**src/rtl/dmem_arbiter.sv**
```systemverilog
// dmem_arbiter
// Shares one single-port data RAM between the CPU core (memory stage) and a
// host port used by the loader/debug logic. The core normally owns the RAM.
// A host request that keeps losing to the core is forced through after
// HOST_MAX_WAIT lost cycles, stalling the core for that one cycle.
//
// Parameters
//   HOST_MAX_WAIT  lost cycles before a pending host request is forced (1..15)
//   AW             RAM word-address width; RAM address = byte address [AW+1:2]
//
// Ports
//   CLK, RESET          clock, synchronous active-high reset
//   c_rd, c_wr          core read / write request (both high = write)
//   c_addr, c_wdata     core byte address / write data
//   c_rdata, c_stall    core read data (same cycle) / hold memory stage
//   h_req, h_we         host request / write-not-read
//   h_addr, h_wdata     host byte address / write data
//   h_gnt, h_err        host accepted / host address out of range
//   h_rvalid, h_rdata   host read response, one cycle after the grant
//   m_wren, m_addr      RAM write enable / word address
//   m_wdata, m_rdata    RAM write data / combinational read data

module dmem_arbiter #(
  parameter int HOST_MAX_WAIT = 4,
  parameter int AW            = 10
) (
  input  logic          CLK,
  input  logic          RESET,
  input  logic          c_rd,
  input  logic          c_wr,
  input  logic [31:0]   c_addr,
  input  logic [31:0]   c_wdata,
  output logic [31:0]   c_rdata,
  output logic          c_stall,
  input  logic          h_req,
  input  logic          h_we,
  input  logic [31:0]   h_addr,
  input  logic [31:0]   h_wdata,
  output logic          h_gnt,
  output logic          h_rvalid,
  output logic [31:0]   h_rdata,
  output logic          h_err,
  output logic          m_wren,
  output logic [AW-1:0] m_addr,
  output logic [31:0]   m_wdata,
  input  logic [31:0]   m_rdata
);

  localparam logic [3:0] MAX_WAIT = 4'(HOST_MAX_WAIT);

  logic [3:0]    wait_cnt;
  logic          rvalid_q;
  logic [AW-1:0] last_addr;
  logic [31:0]   last_wdata;

  logic core_act;
  logic host_win;
  logic grant;
  logic addr_bad;

  // Byte-lane bits and the core's upper address bits are deliberately ignored.
  logic unused_bits;
  assign unused_bits = ^{c_addr[31:AW+2], c_addr[1:0], h_addr[1:0]};

  // Arbitration and RAM port steering. With no requester the address and
  // write data hold their last values so the RAM inputs do not toggle.
  always_comb begin
    core_act = c_rd | c_wr;
    host_win = h_req && (!core_act || (wait_cnt == MAX_WAIT));
    grant    = host_win && !RESET;
    addr_bad = (h_addr[31:AW+2] != '0);

    h_gnt   = grant;
    h_err   = grant && addr_bad;
    c_stall = grant && core_act;

    m_wren  = 1'b0;
    m_addr  = last_addr;
    m_wdata = last_wdata;

    if (!RESET) begin
      if (host_win) begin
        m_wren  = h_we && !addr_bad;
        m_addr  = h_addr[AW+1:2];
        m_wdata = h_wdata;
      end else if (core_act) begin
        m_wren  = c_wr;
        m_addr  = c_addr[AW+1:2];
        m_wdata = c_wdata;
      end
    end
  end

  // The core sees RAM data directly; it is only meaningful when not stalled.
  assign c_rdata = m_rdata;

  // A response registered at the grant edge would otherwise show up during
  // a reset cycle that immediately follows; masking it discards it.
  assign h_rvalid = rvalid_q && !RESET;

  // Remember the last driven RAM address/data for idle cycles.
  always_ff @(posedge CLK) begin
    last_addr  <= m_addr;
    last_wdata <= m_wdata;
  end

  // Host starvation counter. If the host is pending but not granted, the
  // core must be active, so every such cycle is a lost cycle.
  always_ff @(posedge CLK) begin
    if (RESET) begin
      wait_cnt <= 4'd0;
    end else if (grant || !h_req) begin
      wait_cnt <= 4'd0;
    end else if (wait_cnt != MAX_WAIT) begin
      wait_cnt <= wait_cnt + 4'd1;
    end
  end

  // Host read response: one cycle after the grant, zero data on a range error.
  always_ff @(posedge CLK) begin
    if (RESET) begin
      rvalid_q <= 1'b0;
      h_rdata  <= 32'h0;
    end else begin
      rvalid_q <= grant && !h_we;
      if (grant && !h_we) begin
        h_rdata <= addr_bad ? 32'h0 : m_rdata;
      end
    end
  end

endmodule

```
**config.mk**
```make
export PLATFORM = sky130hd
export DESIGN_NAME = dmem_arbiter
export DESIGN_NICKNAME = d
export VERILOG_FILES = /design/src/rtl/dmem_arbiter.sv
export SDC_FILE = /design/constraint.sdc
export NUM_CORES = 1
export LEC_CHECK = 0
export CAP_MARGIN = 20
export CORE_AREA = 2 2 108 110
export DETAILED_ROUTE_END_ITERATION = 6
export DIE_AREA = 0 0 110 112
export DONT_BUFFER_PORTS = 1
export GPL_TIMING_DRIVEN = 0
export PLACE_DENSITY = 0.51
export SKIP_LAST_GASP = 1
export SYNTH_ARGS = -nofsm -noshare
export SYNTH_HDL_FRONTEND = slang
export SYNTH_SLANG_ARGS = --single-unit
```
**constraint.sdc**
```tcl
create_clock -name CLK -period 1.7 [get_ports CLK]
set_input_delay 0.34 -clock CLK [delete_from_list [all_inputs] [get_ports CLK]]
set_output_delay 0.34 -clock CLK [all_outputs]
set_load 0.005 [all_outputs]
```
### After elaboration in Yosys (flattened, before gate mapping)

Index checks and enable logic that the tools add are counted.

* register bits after elaboration: 79
* output and inout bits: 111

* add/subtract/negate cells: 1
* eq/ne operators: 2
* multiplexer cells: 10
* bitwise logic cells: 1
* reductions and logical operators: 16

Operators with widths (number)
* $mux 32: 4
* $mux 10: 3
* $reduce_bool 20->1: 1
* $logic_and 1x1->1: 7
* $logic_not 1->1: 5
* $add 4x1->4 const B: 1
* $eq 4x3->1 const B: 1
* $ne 4x3->1 const B: 1
* $mux 1: 3
* $logic_or 1x1->1: 2
* $reduce_or 2->1: 1
* $or 1x1->1: 1

### Depth between registers and ports, before layout

Gate-level depths: netlist of the first run.

* word-level depth: 7
* gate-level depth with buffers: 8

### Least setup slack after synthesis of the first run

OpenSTA, ideal clock, no wires.

* path kind: reg2out
* from: register wait_cnt[0]
* to: output c_stall
* buffers on the path: 2
* data required time: 1.360 ns
* setup slack: -0.138 ns
* arrival time: 1.498 ns
* stages on the path, launching flop included: 9
* cells stage by stage: dfxtp_1 -> inv_1 -> ha_1 -> nand3b_1 -> a21oi_2 -> buf_2 -> buf_2 -> inv_1 -> nor2_1

* longest elaborated chain between the ends: 5

RTL lines
* start, declared: line 51 `logic [3:0] wait_cnt;`
* start signal, assigned: line 115 `wait_cnt <= wait_cnt + 4'd1;`
* $eq 4x3->1: line 69 `host_win = h_req && (!core_act || (wait_cnt == MAX_WAIT));`
* $logic_or 1x1->1: line 69
* $logic_and 1x1->1: line 69
* $logic_and 1x1->1: line 70 `grant = host_win && !RESET;`
* $logic_and 1x1->1: line 75 `c_stall = grant && core_act;`
* end, declared: line 34 `output logic c_stall,`

No other way between the ends.

### Worst setup path in the final report of the first run

* from: register wait_cnt[0]
* to: output m_addr[2]

* longest elaborated chain between the ends: 5

RTL lines
* $eq 4x3->1: line 69
* $logic_or 1x1->1: line 69
* $logic_and 1x1->1: line 69
* $mux 10: line 82 `if (host_win) begin`
* $mux 10: line 81 `if (!RESET) begin`
* end, declared: line 44 `output logic [AW-1:0] m_addr,`

No other way between the ends.

==> results.txt, run 1 <==
Post-Synth Simple-Gate Area -> 0.247
Register bit total from synthesis -> 79
Post-Route WL -> 11900 um
Reg2Reg Depth -> 11
Crit-path cells -> inv_2 -> ha_4 -> nand3b_1 -> a21oi_4 -> buf_6 -> clkbuf_16 -> buf_12 -> a211oi_2
RR Startpoint -> wait_cnt[1]
TritonCTS Sinks -> 79
Clock-pin slew on the worst setup and hold paths -> 60 ps
Non-Filler Instances -> 600
Cts hold-fix bufs -> 0
Die Width -> 110 um
FF-to-FF End -> h_rdata[17]
Syn_nets -> 586
Worst slack at placement -> -560 ps
Sequential area share after synthesis -> 0.436
Worst-path maximum fanout -> 10
Cell count after synthesis -> 418
Cell Area, Placed -> 4150 um^2
Pin count of the biggest net entering global routing -> 12
CTS tree -> done
Slowest stage delay, CP -> 330 ps
Worst setup EP type -> output pin
Worst-Skew Late Latency -> 330 ps
Mapped Area -> 3630 um^2
PnR worst setup slack -> -461 ps
Via count -> 3175
Port buffer count -> 0
Overall power -> 4.51 mW
Global Route Usage Sum -> 0.187
Post-synthesis adder-cell area fraction -> 0.00689
Num rows -> 39
Peak VDD IR -> 0.511 mV
Final min period -> 2160 ps
Violated checks -> negative setup slack
Die ar. -> 12300 um^2
Hold path endpoint -> h_rdata[18]
CTS buffer count -> 9
Unrepaired setup endpoints after global routing -> true
Main combinational cell family by area after synthesis -> simple AND/OR/NAND/NOR gates
Lkg Pwr -> 1.96 nW
Least-Margin Pin Slew -> 750 ps
Max Clk Rate -> 463 MHz
Clock Path Buffers -> 2
Number of diodes -> 0
Placed cell count -> 561
Drt first pass iters -> 4
Clock skew -> 4.64 ps
H-tree depth -> 3
Crit path required time -> 1360 ps
Vias/cell -> 5.29
Async set-reset flop share out of synthesis -> 0
Setup TNS -> -28510 ps
Drc violations -> 0
Residual overflow from global routing -> 0
Initial Utilization -> 0.325
HP Class -> in2reg
Final period util -> 1.27
Syn-to-layout area delta -> 44.9%
Slowest CP cell -> dfxtp_2
Fill cells -> 1080
HPWL Detailed -> 8450 um
Synth unique cells -> 28
Fin util -> 0.471
Ys Warns -> 0
Max-slew headroom -> 0.500
Max-slew violation count -> 0
Crit Path Category -> reg2out
WHS Path Cells -> 1
Initial antenna violation count -> 0
Reg2Reg Setup Slack -> -340 ps
Layout cells sized above 1 -> 0.425
Startpoint Class -> flip-flop
Core area -> 11200 um^2
Hold Startpoint -> m_rdata[18]
Avg Synthesized Cell Area -> 8.68 um^2
WHS -> 139 ps
Cell Pwr Density -> 857 nW/um^2
Max cap viols -> 0
Die height -> 112 um
CP arrival -> 1820 ps
Layout Nets -> 621
Finish-stage setup viols -> 79
Io pins -> 277
Register area -> 1580 um^2
RD Place Congestion -> 0.813
Final ANT Viol Nets -> 0
Complex-gate fraction of the synthesized area -> 0.182
Clk root buf -> clkbuf_16
Iteration-0 DRC count of the detailed router -> 104
Cell area after layout -> 5260 um^2
Multi-input gate area -> 2290 um^2
Status -> finished with violations
First-pass GRT wire length -> 17500 um
Mux cell area share after synthesis -> 0
Vias in the first global route -> 3171
Post-synthesis xor/xnor area fraction -> 0.00241
Avg WL per Cell -> 19.8 um
Hold Vio Cnt, Final -> 0
Post-synth EDFFs -> 0
Synth Flop Type -> dfxtp_1
[timing repair]
action | in CTS | in global routing
pin swaps | 28 | 23
gates resized for setup | 83 | 26
cloned | 7 | 2
buffers inserted | 20 | 2
endpoints found under the setup margin | 121 | 82
[cells in the mapped netlist (all sizes together), types with 2 or more instances]
library cell,number,area [um^2]
nand3,2,10.0
inv,5,18.8
a211oi,43,323
nor3b,33,248
dfxtp,79,1580
clkbuf,13,48.8
nor4,5,31.3
buf,57,390
nor2,90,338
nor3,45,230
a31o,33,289
ha,2,25.0
a21oi,2,13.8
[flip-flops by register name (all words and copies together), names as in the netlist]
register,flops
last_addr,10
h_rdata,32
wait_cnt,4
last_wdata,32
rvalid_q,1
[worst max path at each step]
| stage | startpoint | end | slack, ps | cells past startpoint |
|---|---|---|---|---|
| floorplan | wait_cnt[1] | m_wren | -50 | 7 |
| global placement | RESET | m_wdata[22] | -550 | 5 |
| detailed placement | RESET | m_wdata[22] | -560 | 5 |
| CTS | wait_cnt[1] | m_wdata[10] | -490 | 8 |
| global route | wait_cnt[1] | m_wdata[9] | -570 | 8 |
| finish | wait_cnt[0] | m_addr[2] | -460 | 8 |
[cell type report]
class	instances	share of cell area
Buffer	66	0.0999
Clock buffer	14	0.0483
Clock inverter	1	0.000951
Inverter	5	0.00357
Multi-Input combinational cell	264	0.436
Sequential cell	79	0.301
Tap cell	143	0.0340
Timing Repair Buffer	28	0.0759
[report_power, final]
part | internal, mW | leakage (nW) | switching (mW) | total, mW
sequential | 1.99 | 0.652 | 0.0335 | 2.02
clock | 1.02 | 0.127 | 0.697 | 1.72
combinational | 0.339 | 1.18 | 0.432 | 0.771
total | 3.35 | 1.96 | 1.16 | 4.51
[critical path, delay by kind of cell, from the launching register on]
family          cells  cell delay, ps
buf+inv             4             490
simple gates        1             140
compound gates      2             360
flops               1             330
fa+ha+maj           1             150
[cells by family after synthesis]
logic type                 after synthesis
AOI/OAI and AO/OA                       80
and+or+nand+nor                        181
DFF                                     79
buffers and inverters                   75
xor gates and xnor gates                 1
adders and majority gates                2
[layer usage]
layer,global-route usage,vias up,wire length (um),share of wire
met4,0.0709,0,210,0.018
met3,0.0773,14,1190,0.10
met2,0.310,151,5950,0.50
li1,-,1492,-,-
met1,0.212,1518,4530,0.38
met5,0,-,0,0
[cell usage in the layout (no fill, tap or decap), types with 2 or more instances in the layout]
cell	count
nor2_1	88
dfxtp_1	77
buf_4	44
nor3_1	35
a211oi_4	26
a211oi_2	17
nor3b_2	17
a31o_1	17
nor3b_1	15
a31o_4	14
buf_6	13
clkbuf_1	12
clkbuf_16	11
nor3_2	10
buf_8	7
buf_2	6
buf_12	6
nor4_1	5
inv_2	3
clkbuf_2	3
buf_16	3
inv_1	2
clkbuf_4	2
nand3_1	2
a31o_2	2
dfxtp_2	2
Power figures use the tool's default switching activity.
==> inputs of run 2 (changes only) <==
--- a/config.mk
+++ b/config.mk
@@ -12,6 +12,7 @@
 export DONT_BUFFER_PORTS = 1
 export GPL_TIMING_DRIVEN = 0
 export PLACE_DENSITY = 0.51
+export RECOVER_POWER = 50
 export SKIP_LAST_GASP = 1
 export SYNTH_ARGS = -nofsm -noshare
 export SYNTH_HDL_FRONTEND = slang
==> run 2 against run 1 <==
Net effect:
- the run still ends with negative setup slack left
- routed wire length is 0.12% lower
- flip-flop and latch count did not move
- die area stayed put
- via count rose by 0.41%
- utilization shrank 0.067 points
==> results.txt, run 2 (synthesized netlist as in run 1, its figures left out) <==
Regs by FF count -> h_rdata x32, last_wdata x32, last_addr x10
Pin count of the biggest net entering global routing -> 12
Drt first pass iters -> 4
Unrepaired setup endpoints after global routing -> true
Core area -> 11200 um^2
Lkg Pwr -> 1.95 nW
Global Route Usage Sum -> 0.187
Via count -> 3188
Max-slew headroom -> 0.501
Max Clk Rate -> 463 MHz
FF-to-FF End -> h_rdata[17]
Post-Route WL -> 11900 um
Avg WL per Cell -> 19.8 um
RR Startpoint -> wait_cnt[1]
Status -> finished with violations
Layout Nets -> 621
PnR worst setup slack -> -461 ps
Initial antenna violation count -> 0
Worst setup EP type -> output pin
Peak VDD IR -> 0.512 mV
Clk root buf -> clkbuf_16
H-tree depth -> 3
Clock Path Buffers -> 2
Commonest non-fill, non-tap cell in the layout -> nor2_1
Die Width -> 110 um
HP Class -> in2reg
Num rows -> 39
Final min period -> 2160 ps
Max cap viols -> 0
Number of diodes -> 0
Vias in the first global route -> 3171
Most frequent cells in the layout -> 88 x nor2_1, 77 x dfxtp_1, 35 x nor3_1, 32 x clkbuf_4, 26 x a211oi_4
Syn-to-layout area delta -> 44.7%
Cts hold-fix bufs -> 0
Drc violations -> 0
Initial Utilization -> 0.325
Finish-stage setup viols -> 79
Worst slack at placement -> -560 ps
HPWL Detailed -> 8450 um
Vias/cell -> 5.31
Final ANT Viol Nets -> 0
Die height -> 112 um
Fin util -> 0.470
Worst-Skew Late Latency -> 330 ps
Clock skew -> 4.79 ps
Die ar. -> 12300 um^2
Io pins -> 277
Worst-path maximum fanout -> 10
CP arrival -> 1820 ps
Hold Vio Cnt, Final -> 0
Residual overflow from global routing -> 0
Violated checks -> negative setup slack
Clock-pin slew on the worst setup and hold paths -> 60 ps
Setup TNS -> -28520 ps
Max-slew violation count -> 0
First-pass GRT wire length -> 17500 um
Crit path launch -> wait_cnt[0]
Reg2Reg Depth -> 11
Placed cell count -> 561
TritonCTS Sinks -> 79
Final period util -> 1.27
Reg2Reg Setup Slack -> -340 ps
Iteration-0 DRC count of the detailed router -> 107
Non-Filler Instances -> 600
Least-Margin Pin Slew -> 749 ps
Cell Pwr Density -> 858 nW/um^2
Startpoint Class -> flip-flop
RD Place Congestion -> 0.813
Layout cells sized above 1 -> 0.420
CTS tree -> done
CTS buffer count -> 9
Worst setup endpoint -> m_addr[2]
Crit path required time -> 1360 ps
Port buffer count -> 0
Crit Path Category -> reg2out
==> run 2: cell count changes in the layout (fill, tap and decap cells not counted) <==
| cell | before | now |
|---|---|---|
| clkbuf_4 | 2 | 32 |
| clkbuf_1 | 12 | 14 |
| buf_4 | 44 | 12 |
==> run 2: report_power, final <==
part           leakage [nW]  internal, mW  total (mW)  switching, mW
Combinational          1.17         0.334       0.766          0.432
Clock                 0.127          1.02        1.72          0.697
Sequential            0.652          1.99        2.02         0.0335
Total                  1.95          3.34        4.50           1.16
==> run 2: worst min path at each step <==
stage,from,end,slack (ps),cells after the start
final,m_rdata[18],h_rdata[18],140,1
after detailed placement,wait_cnt[0],wait_cnt[0],440,1
after global routing,m_rdata[25],h_rdata[25],130,1
after floorplan,wait_cnt[0],wait_cnt[0],420,1
after global placement,wait_cnt[0],wait_cnt[0],430,1
after CTS,m_rdata[24],h_rdata[24],120,1
==> run 2: layout make-up <==
type                            instances  area, um^2
Clock inverter                          1        5.00
Tap cell                              143         179
Clock buffer                           14         254
Multi-Input combinational cell        264        2290
Inverter                                5        18.8
Sequential cell                        79        1580
Buffer                                 66         518
Timing Repair Buffer                   28         399
Fill cell                            1081        5920
==> run 2: per-layer routing <==
layer	wire [um]	vias to the layer above	track usage
met1	4500	1526	0.212
met2	5950	155	0.310
li1	-	1493	-
met5	0	-	0
met4	210	0	0.0709
met3	1200	14	0.0773
==> run 2: metrics by stage <==
stage	cell area [um^2]	hold slack [ps]	total power, mW
after detailed placement	4150	437	2.66
final	5250	139	4.50
after floorplan	3970	418	2.54
after global routing	5250	126	4.73
after CTS	5130	119	4.57
after global placement	4150	432	2.65
==> run 2: worst max-delay path: stages (launching register included) <==
cell	delay (ps)
dfxtp_2	330
inv_2	40
ha_4	150
nand3b_1	140
a21oi_4	90
buf_6	130
clkbuf_16	160
buf_12	160
a211oi_2	270
==> run 2: timing repair <==
item / CTS / global route
endpoints found under the setup margin: 121 / 82
gates cloned: 7 / 2
hold endpoints to repair: 0 / 0
pin swaps: 28 / 23
gates resized for setup: 83 / 26
setup buffers: 20 / 2
